### src/rtl/mole_pkg.sv
`default_nettype none
// ============================================================================
//  Module      : mole_pkg
//  Description : Shared constants, state encoding and hole-selection helper
//                for the whack-a-mole game sequencer.
//  Revision    : 1.0 - initial release
// ============================================================================
package mole_pkg;

    localparam int HOLE_W  = 3;
    localparam int SCORE_W = 8;
    localparam logic [SCORE_W-1:0] SCORE_MAX = 8'd255;

    // Fibonacci taps 8,6,5,4 expressed as a mask over bits [7:0]
    localparam logic [7:0] LFSR_TAPS = 8'b1011_1000;

    typedef enum logic [2:0] {
        ST_IDLE     = 3'd0,
        ST_GAP      = 3'd1,
        ST_UP       = 3'd2,
        ST_FEEDBACK = 3'd3,
        ST_OVER     = 3'd4
    } mole_state_e;

    // Take the low LFSR bits as the next hole, stepping one hole on if that
    // would repeat the current hole.
    function automatic logic [HOLE_W-1:0] next_hole(input logic [7:0]        rnd,
                                                    input logic [HOLE_W-1:0] prev);
        logic [HOLE_W-1:0] cand;
        cand = rnd[HOLE_W-1:0];
        if (cand == prev) begin
            cand = cand + 1'b1;
        end
        return cand;
    endfunction

endpackage : mole_pkg
`default_nettype wire

### src/rtl/mole_lfsr.sv
`default_nettype none
// ============================================================================
//  Module      : mole_lfsr
//  Description : Free-running 8-bit Fibonacci LFSR (taps 8,6,5,4) with a
//                configurable nonzero seed and asynchronous reset.
//  Revision    : 1.0 - initial release
// ============================================================================
module mole_lfsr
    import mole_pkg::*;
#(
    parameter logic [7:0] SEED = 8'hA5
) (
    input  logic       clk,
    input  logic       rst,
    output logic [7:0] rnd
);

    logic [7:0] lfsr_q;
    logic       w_fb;

    assign w_fb = ^(lfsr_q & LFSR_TAPS);
    assign rnd  = lfsr_q;

    // Shift every cycle; feedback enters at bit 0
    always_ff @(posedge clk or posedge rst) begin
        if (rst) begin
            lfsr_q <= SEED;
        end else begin
            lfsr_q <= {lfsr_q[6:0], w_fb};
        end
    end

endmodule : mole_lfsr
`default_nettype wire

### src/rtl/mole_game_ctrl.sv
`default_nettype none
// ============================================================================
//  Module      : mole_game_ctrl
//  Description : Whack-a-mole game sequencer. Play state machine, random hole
//                selection, mole exposure timing, press judging and score.
//                Optional feature macro: MOLE_LIVES_EN (lives / game over).
//  Revision    : 1.0 - initial release
// ============================================================================
module mole_game_ctrl
    import mole_pkg::*;
#(
    parameter int         MOLE_UP_CYCLES  = 100_000_000,
    parameter int         GAP_CYCLES      = 25_000_000,
    parameter int         FEEDBACK_CYCLES = 50_000_000,
    parameter int         LIVES           = 3,
    parameter logic [7:0] LFSR_SEED       = 8'hA5
) (
    input  logic                master_clk,
    input  logic                rst,
    input  logic                start,
    input  logic                press_valid,
    input  logic [HOLE_W-1:0]   press_pos,
    output logic [HOLE_W-1:0]   mole_position,
    output logic                mole_visible,
    output logic [SCORE_W-1:0]  score,
    output logic                guess_correct,
    output logic                guess_wrong,
    output logic                game_over,
    output logic [1:0]          lives_left
);

    localparam logic [2:0] S_IDLE     = ST_IDLE;
    localparam logic [2:0] S_GAP      = ST_GAP;
    localparam logic [2:0] S_UP       = ST_UP;
    localparam logic [2:0] S_FEEDBACK = ST_FEEDBACK;
    localparam logic [2:0] S_OVER     = ST_OVER;

    localparam int CNT_MAX_A = (MOLE_UP_CYCLES > GAP_CYCLES) ? MOLE_UP_CYCLES : GAP_CYCLES;
    localparam int CNT_MAX   = (CNT_MAX_A > FEEDBACK_CYCLES) ? CNT_MAX_A : FEEDBACK_CYCLES;
    localparam int CNT_W     = (CNT_MAX > 1) ? $clog2(CNT_MAX) : 1;

    // Counter reload values: a phase of N cycles counts N-1 down to 0
    localparam logic [CNT_W-1:0] GAP_LOAD = CNT_W'(GAP_CYCLES - 1);
    localparam logic [CNT_W-1:0] UP_LOAD  = CNT_W'(MOLE_UP_CYCLES - 1);
    localparam logic [CNT_W-1:0] FB_LOAD  = CNT_W'(FEEDBACK_CYCLES - 1);
    localparam logic [1:0]       LIVES_INIT = 2'(LIVES);

    logic [2:0]         state_q,   state_d;
    logic [CNT_W-1:0]   cnt_q,     cnt_d;
    logic [HOLE_W-1:0]  pos_q,     pos_d;
    logic [SCORE_W-1:0] score_q,   score_d;
    logic               correct_q, correct_d;
    logic               wrong_q,   wrong_d;
    logic [1:0]         lives_q,   lives_d;
    logic [7:0]         w_rnd;
    logic               w_cnt_done;
    logic               w_out_of_lives;

    mole_lfsr #(
        .SEED (LFSR_SEED)
    ) u_lfsr (
        .clk (master_clk),
        .rst (rst),
        .rnd (w_rnd)
    );

    assign w_cnt_done = (cnt_q == '0);

`ifdef MOLE_LIVES_EN
    assign w_out_of_lives = (lives_q == 2'd0);
`else
    assign w_out_of_lives = 1'b0;
`endif

    // Next-state logic: one shared down-counter times every phase
    always_comb begin
        state_d   = state_q;
        cnt_d     = cnt_q;
        pos_d     = pos_q;
        score_d   = score_q;
        correct_d = correct_q;
        wrong_d   = wrong_q;
        lives_d   = lives_q;

        case (state_q)
            S_IDLE, S_OVER: begin
                if (start) begin
                    state_d = S_GAP;
                    cnt_d   = GAP_LOAD;
                    score_d = '0;
                    lives_d = LIVES_INIT;
                end
            end

            S_GAP: begin
                if (w_cnt_done) begin
                    pos_d   = next_hole(w_rnd, pos_q);
                    state_d = S_UP;
                    cnt_d   = UP_LOAD;
                end else begin
                    cnt_d = cnt_q - 1'b1;
                end
            end

            S_UP: begin
                // A press on the timeout cycle still counts as the press
                if (press_valid || w_cnt_done) begin
                    state_d = S_FEEDBACK;
                    cnt_d   = FB_LOAD;
                    if (press_valid && (press_pos == pos_q)) begin
                        correct_d = 1'b1;
                        if (score_q != SCORE_MAX) begin
                            score_d = score_q + 1'b1;
                        end
                    end else begin
                        wrong_d = 1'b1;
                        if (lives_q != 2'd0) begin
                            lives_d = lives_q - 1'b1;
                        end
                    end
                end else begin
                    cnt_d = cnt_q - 1'b1;
                end
            end

            S_FEEDBACK: begin
                if (w_cnt_done) begin
                    correct_d = 1'b0;
                    wrong_d   = 1'b0;
                    if (w_out_of_lives) begin
                        state_d = S_OVER;
                        cnt_d   = '0;
                    end else begin
                        state_d = S_GAP;
                        cnt_d   = GAP_LOAD;
                    end
                end else begin
                    cnt_d = cnt_q - 1'b1;
                end
            end

            default: begin
                state_d = S_IDLE;
                cnt_d   = '0;
            end
        endcase
    end

    // State and datapath registers
    always_ff @(posedge master_clk or posedge rst) begin
        if (rst) begin
            state_q   <= S_IDLE;
            cnt_q     <= '0;
            pos_q     <= '0;
            score_q   <= '0;
            correct_q <= 1'b0;
            wrong_q   <= 1'b0;
            lives_q   <= LIVES_INIT;
        end else begin
            state_q   <= state_d;
            cnt_q     <= cnt_d;
            pos_q     <= pos_d;
            score_q   <= score_d;
            correct_q <= correct_d;
            wrong_q   <= wrong_d;
            lives_q   <= lives_d;
        end
    end

    assign mole_position = pos_q;
    assign mole_visible  = (state_q == S_UP);
    assign score         = score_q;
    assign guess_correct = correct_q;
    assign guess_wrong   = wrong_q;

`ifdef MOLE_LIVES_EN
    assign game_over  = (state_q == S_OVER);
    assign lives_left = lives_q;
`else
    // Endless game: lives are tracked internally but never reported
    assign game_over  = 1'b0;
    assign lives_left = LIVES_INIT;

    logic w_unused;
    assign w_unused = ^lives_q;
`endif

endmodule : mole_game_ctrl
`default_nettype wire

### config.mk
export PLATFORM = sky130hd
export DESIGN_NAME = mole_game_ctrl
export DESIGN_NICKNAME = d
export VERILOG_FILES = /design/src/rtl/mole_pkg.sv /design/src/rtl/mole_lfsr.sv /design/src/rtl/mole_game_ctrl.sv
export SDC_FILE = /design/constraint.sdc
export NUM_CORES = 1
export LEC_CHECK = 0
export ABC_AREA = 0
export BUFFER_PORTS_ARGS = -buffer_cell sky130_fd_sc_hd__buf_2
export CAP_MARGIN = 25
export CORE_MARGIN = 2
export CORE_UTILIZATION = 45
export CTS_CLUSTER_DIAMETER = 150
export DETAILED_ROUTE_END_ITERATION = 8
export PLACE_DENSITY = 0.6
export SYNTH_ARGS = -nofsm -noshare
export SYNTH_HDL_FRONTEND = slang
export SYNTH_SLANG_ARGS = --single-unit
### constraint.sdc
create_clock -name master_clk -period 3.37 [get_ports master_clk]
set_clock_uncertainty 0.1 [all_clocks]
set_input_delay 0.5055 -clock master_clk [delete_from_list [all_inputs] [get_ports master_clk]]
set_output_delay 0.5055 -clock master_clk [all_outputs]
set_load 0.02 [all_outputs]
== Word level (Yosys, flattened, before mapping) ==
Cells that the tools add are included.
Storage, ports and cells
  flip-flop bits (word level): 51
  input bits: 7
  output and inout bits: 17
  logic and storage cells: 60
Operators by class
  $add $sub $neg: 3
  eq/ne operators: 14
  mux-type cells: 23
  reductions and logical operators: 13
Operators by type and width (count)
  two-way mux 27 bit: 4
  case mux 27 bit (4 select lines): 1
  two-way mux 8 bit: 4
  zero test 27 bit: 1
  subtractor 27 x 1 -> 27 bit, second input constant: 1
  case mux 8 bit (2 select lines): 1
  two-way mux 3 bit: 5
  case mux 3 bit (4 select lines): 1
  AND reduction 4 bit: 3
  adder 8 x 1 -> 8 bit, second input constant: 1
  != test 2 bit, second input constant: 4
  != test 8 bit, second input constant: 1
  XOR reduction 8 bit: 1
  == test 3 x 2 -> 1 bit, second input constant: 2
  == test 3 bit: 2
  != test 2 x 1 -> 1 bit, second input constant: 3
  two-way mux 1 bit: 5
  AND reduction 5 bit: 1
  case mux 1 bit (2 select lines): 2
  nonzero test 2 bit: 2
  adder 3 x 1 -> 3 bit, second input constant: 1
  == test 3 x 1 -> 1 bit, second input constant: 1
  == test 3 bit, second input constant: 1
  zero test 3 bit: 1
  other kinds (4): 4

== Logic depth before layout (Yosys ltp) ==
  word-level depth: 5
  gate-level depth with buffers: 10
  gate-level depth less buffers: 8

== Hierarchy ==
From an unflattened synthesis, not the netlist that was laid out.
Second synthesis, totals
  cells, all modules: 356
  area total of the unflattened synthesis: 3205.6 µm²
By module, submodules not included
  mole_game_ctrl: times used 1, cells each 344, area an instance 2970.3 µm², seq. area each 1051.0 µm²
  mole_lfsr: times used 1, cells each 12, area an instance 235.2 µm², seq. area each 205.2 µm²

== Worst setup path before layout ==
No wires, ideal clock.
  path kind: register to register
  from: reg state_q[0]
  to: reg cnt_q[2]
  setup time: 0.125 ns
  arrival time: 2.067 ns
  data required time: 3.145 ns
  path slack: 1.079 ns
  stages on the path, launching flop included: 9
  buffers on the path: 1
  clock period less this slack: 2.291 ns
  cell sequence: dfrtp_1 inv_1 ha_1 or3_1 o21ai_0 clkbuf_1 o21ai_0 a21oi_1 nand2_1
Between the ends
  elaborated cells between the ends (all ways): 8
  those cells by class: eq/ne: 5; mux: 1; reduce/logical: 2
RTL lines
  start: declaration: line mole_game_ctrl.sv:48  | logic [2:0] state_q, state_d;
  start signal: assignment: line mole_game_ctrl.sv:160  | state_q <= state_d;
  == test 3 x 2 -> 1 bit
  named net mole_visible: line mole_game_ctrl.sv:24  | output logic mole_visible,
  case mux 27 bit (4 select lines): line mole_game_ctrl.sv:85  | case (state_q)
  end signal: assignment: line mole_game_ctrl.sv:161  | cnt_q <= cnt_d;
  end: declaration: line mole_game_ctrl.sv:49  | logic [CNT_W-1:0] cnt_q, cnt_d;
The timed path passes the listed nets, and every way through them passes these cells.
A chain may end at the register's enable or synchronous reset.

== Final worst setup path ==
  from: reg cnt_q[4]
  to: reg cnt_q[6]
Between the ends
  cells in the longest elaborated chain, start to end: 4
  elaborated cells between the ends (all ways): 7
  those cells by class: add/sub: 1; mux: 4; reduce/logical: 2
Ends and longest elaborated chain (line)
  parallel branches: the longest is 3 deep, another holds subtractor 27 x 1 -> 27 bit
  case mux 27 bit (4 select lines) *: mole_game_ctrl.sv:85
Mark *: on every way between the ends.

==> reports/metrics.csv <==
stage;metric;value;unit
final_layout;drive_above_1_share;13.30;%
worst_setup_path;arrival;2840;ps
synth;syn_avg_cell_area;8.751;um^2
place;gp_congestion;0.9456;
final_layout;final_nets;376;
synth;syn_area;2975;um^2
global_routing;grt_pass1_wl;12180;um
global_routing;grt_start_max_net_pins;28;
global_routing;grt_overflow;0;
synth;synth_compound_area_share;19.85;%
clocking;cts.clk_slew.worst_paths;100;ps
sta;period_minus_slack;2759;ps
sta;worst_pin_slew;728.2;ps
worst_setup_path;crit_path_max_fanout;11;
global_routing;grt_use_total;21.15;%
clocking;clock_latency;310;ps
sta;clock.fmax;362.4;MHz
worst_setup_path;cp-end-kind;flip-flop;
synth;synth_common_cells;46 x dfrtp_1, 35 x o21ai_0, 34 x nand2_1, 30 x nor2_1, 23 x a21oi_1;
synth;ys_types;51;
synth;synthArstFlopShare;100.0;%
synth;post-synth-top-count-cell;dfrtp_1;
worst_setup_path;start_kind;flip-flop;
drt;initialDrtViolationCount;191;
sta;finalSetupTns;0;ps
floorplanning;design.core.area;6386;um^2
synth;synthSimpleGateAreaFrac;23.25;%
floorplanning;start_util;46.59;%
floorplanning;pin_count;24;
synth;synthMuxAreaShare;1.051;%
synth;ys_seq_area_share;42.22;%
final_layout;multiInputGateArea;1604;um^2
sta;whs;125.2;ps
power_and_ir_drop;power.leakage;1.442;nW
synth;ys.flop_type;dfrtp_1;
clocking;htreeDepth;2;
clocking;post_cts_buffers;0;
sta;hold_viol_final;0;
synth;synthXorXnorAreaFrac;5.593;%
synth;synthCells;340;
sta;setup_viol;0;
drt;antenna_left;0;
clocking;cts_root_buf;clkbuf_8;
synth;synth-adder-area-share;3.785;%
flow_run;drv_cap;0;
final_layout;post-route-util;51.20;%
synth;synth_top_family_by_area;simple AND/OR/NAND/NOR gates;
clocking;numCtsBuffers;5;
global_routing;antenna_found_initial;0;
floorplanning;dieArea;7279;um^2
clocking;cts_tree;built;
floorplanning;core.rowCount;29;
place;io_buffers;20;
drt;vias;2619;
final_layout;syn_to_final_growth;9.882;%
final_layout;seq_area;1256;um^2
synth;ys_top_cells_by_area;dfrtp_1 39%, o21ai_0 5.9%, nand2_1 4.3%, a21oi_1 3.9%, ha_1 3.8%;
synth;synth_edf_count;0;
floorplanning;chipHeight;85.32;um
power_and_ir_drop;total_power;2.647;mW
synth;yosysTopAreaCell;dfrtp_1;
sta;relSlewSlack;51.45;%
drt;remaining_drc_errors;0;
sta;period_share;81.87;%
sta;grt_setup_unrepaired;false;
drt;wl_per_cell;16.28;um
clocking;clk_path_buf_depth;2;
clocking;ctsHoldBuffers;0;
drt;wl;7129;um
clocking;cts-resized-gates;0;
power_and_ir_drop;powerDensity;809.7;nW/um^2
final_layout;nFillCells;609;
clocking;cts.sinks;50;
global_routing;grt_pass1_vias;2364;
drt;via_per_inst;5.979;
power_and_ir_drop;peakVddDrop;0.3332;mV
sta;drv_slew;0;
worst_setup_path;crit_type;reg -> reg;
synth;netlist.area_leader.share;38.69;%
synth;ys_warn_count;0;
drt;first_pass_iters;5;
worst_setup_path;crit_required;3450;ps
synth;ys_ff_latch;50;
outcome;outcome;completed;
floorplanning;die_w;85.32;um
final_layout;num_antenna_cells;0;
min_path;min_path_type;in -> async;
place;dp_hpwl;5269;um
-- per-stage QoR --
stage | cells | setup slack, ps | instance area (um^2)
floorplan | 341 | 1079 | 2979
global placement | 429 | 721.6 | 3151
detailed placement | 430 | 652.1 | 3171
CTS | 438 | 630.6 | 3269
global route | 438 | 389.0 | 3269
finish | 438 | 610.9 | 3269
-- sequential cells by signal, summed over array words and instances (netlist names) --
signal and count:
cnt_q 27, mole_position 3, score 8, u_lfsr.rnd 8, guess_wrong 1, guess_correct 1, state_q 2
-- worst max-delay path, stage by stage (launching register included) --
cell and delay [ps]:
dfrtp_1 470, nor4_1 660, nand4_1 550, a211o_1 530, a32oi_1 230, nand2_1 90
-- report_power, final --
part           internal (mW)  switching [mW]  total, mW
clock network          0.169           0.211      0.380
registers              0.755           0.184      0.939
logic                  0.507           0.822       1.33
total                   1.43            1.22       2.65
-- worst paths after layout --
kind / cells after the start / startpoint / to / slack, ps
min in group master_clk: 0 / u_lfsr.rnd[6] / u_lfsr.rnd[7] / 260
min reg2reg: 0 / u_lfsr.rnd[6] / u_lfsr.rnd[7] / 260
max: 5 / cnt_q[4] / cnt_q[6] / 610
min: 2 / rst / score[6] / 130
max reg2reg: 5 / cnt_q[4] / cnt_q[6] / 610
max in group asynchronous: 3 / rst / u_lfsr.rnd[7] / 2450
-- routing by layer --
metal,vias up,track usage [%],share of wire (%)
met5,-,0,0
met4,0,7.504,1.8
met3,11,3.210,3.9
met2,72,30.54,44
met1,1267,32.17,50
li1,1269,-,-
-- area by class of cell --
type / count / area share (%)
clock buffer: 6 / 2.526
clock inverter: 2 / 0.4975
inverter: 13 / 1.493
multi-input combinational: 263 / 49.06
sequential: 50 / 38.42
tap: 77 / 2.947
timing repair buffer: 27 / 5.052
-- cell usage in the layout (no fill, tap or decap), drive strengths merged, types with 6 or more instances in the layout --
| cell | synthesis | final |
|---|---|---|
| xor2 | 11 | 11 |
| nor2 | 30 | 30 |
| nand2 | 35 | 35 |
| or3 | 7 | 7 |
| inv | 13 | 14 |
| nand4 | 8 | 8 |
| or4 | 6 | 6 |
| xnor2 | 8 | 8 |
| nor4 | 9 | 9 |
| nand3 | 8 | 8 |
| o211ai | 6 | 6 |
| o21ai | 37 | 37 |
| a21oi | 23 | 23 |
| ha | 9 | 9 |
| clkbuf | 10 | 6 |
| dfrtp | 46 | 46 |
| nor3 | 18 | 18 |
| buf | 5 | 27 |
-- logic make-up (layout without fill, tap and decap cells) --
kind of cell / count (synthesis) / after routing
AO/OA/AOI/OAI: 97 / 97
XOR/XNOR: 19 / 19
adder cells (fa/ha/maj): 9 / 9
buffers and inverters: 28 / 48
flip-flops: 50 / 50
multiplexers: 3 / 3
other: 2 / 3
AND/OR/NAND/NOR: 132 / 132
Power figures use the tool's default switching activity.
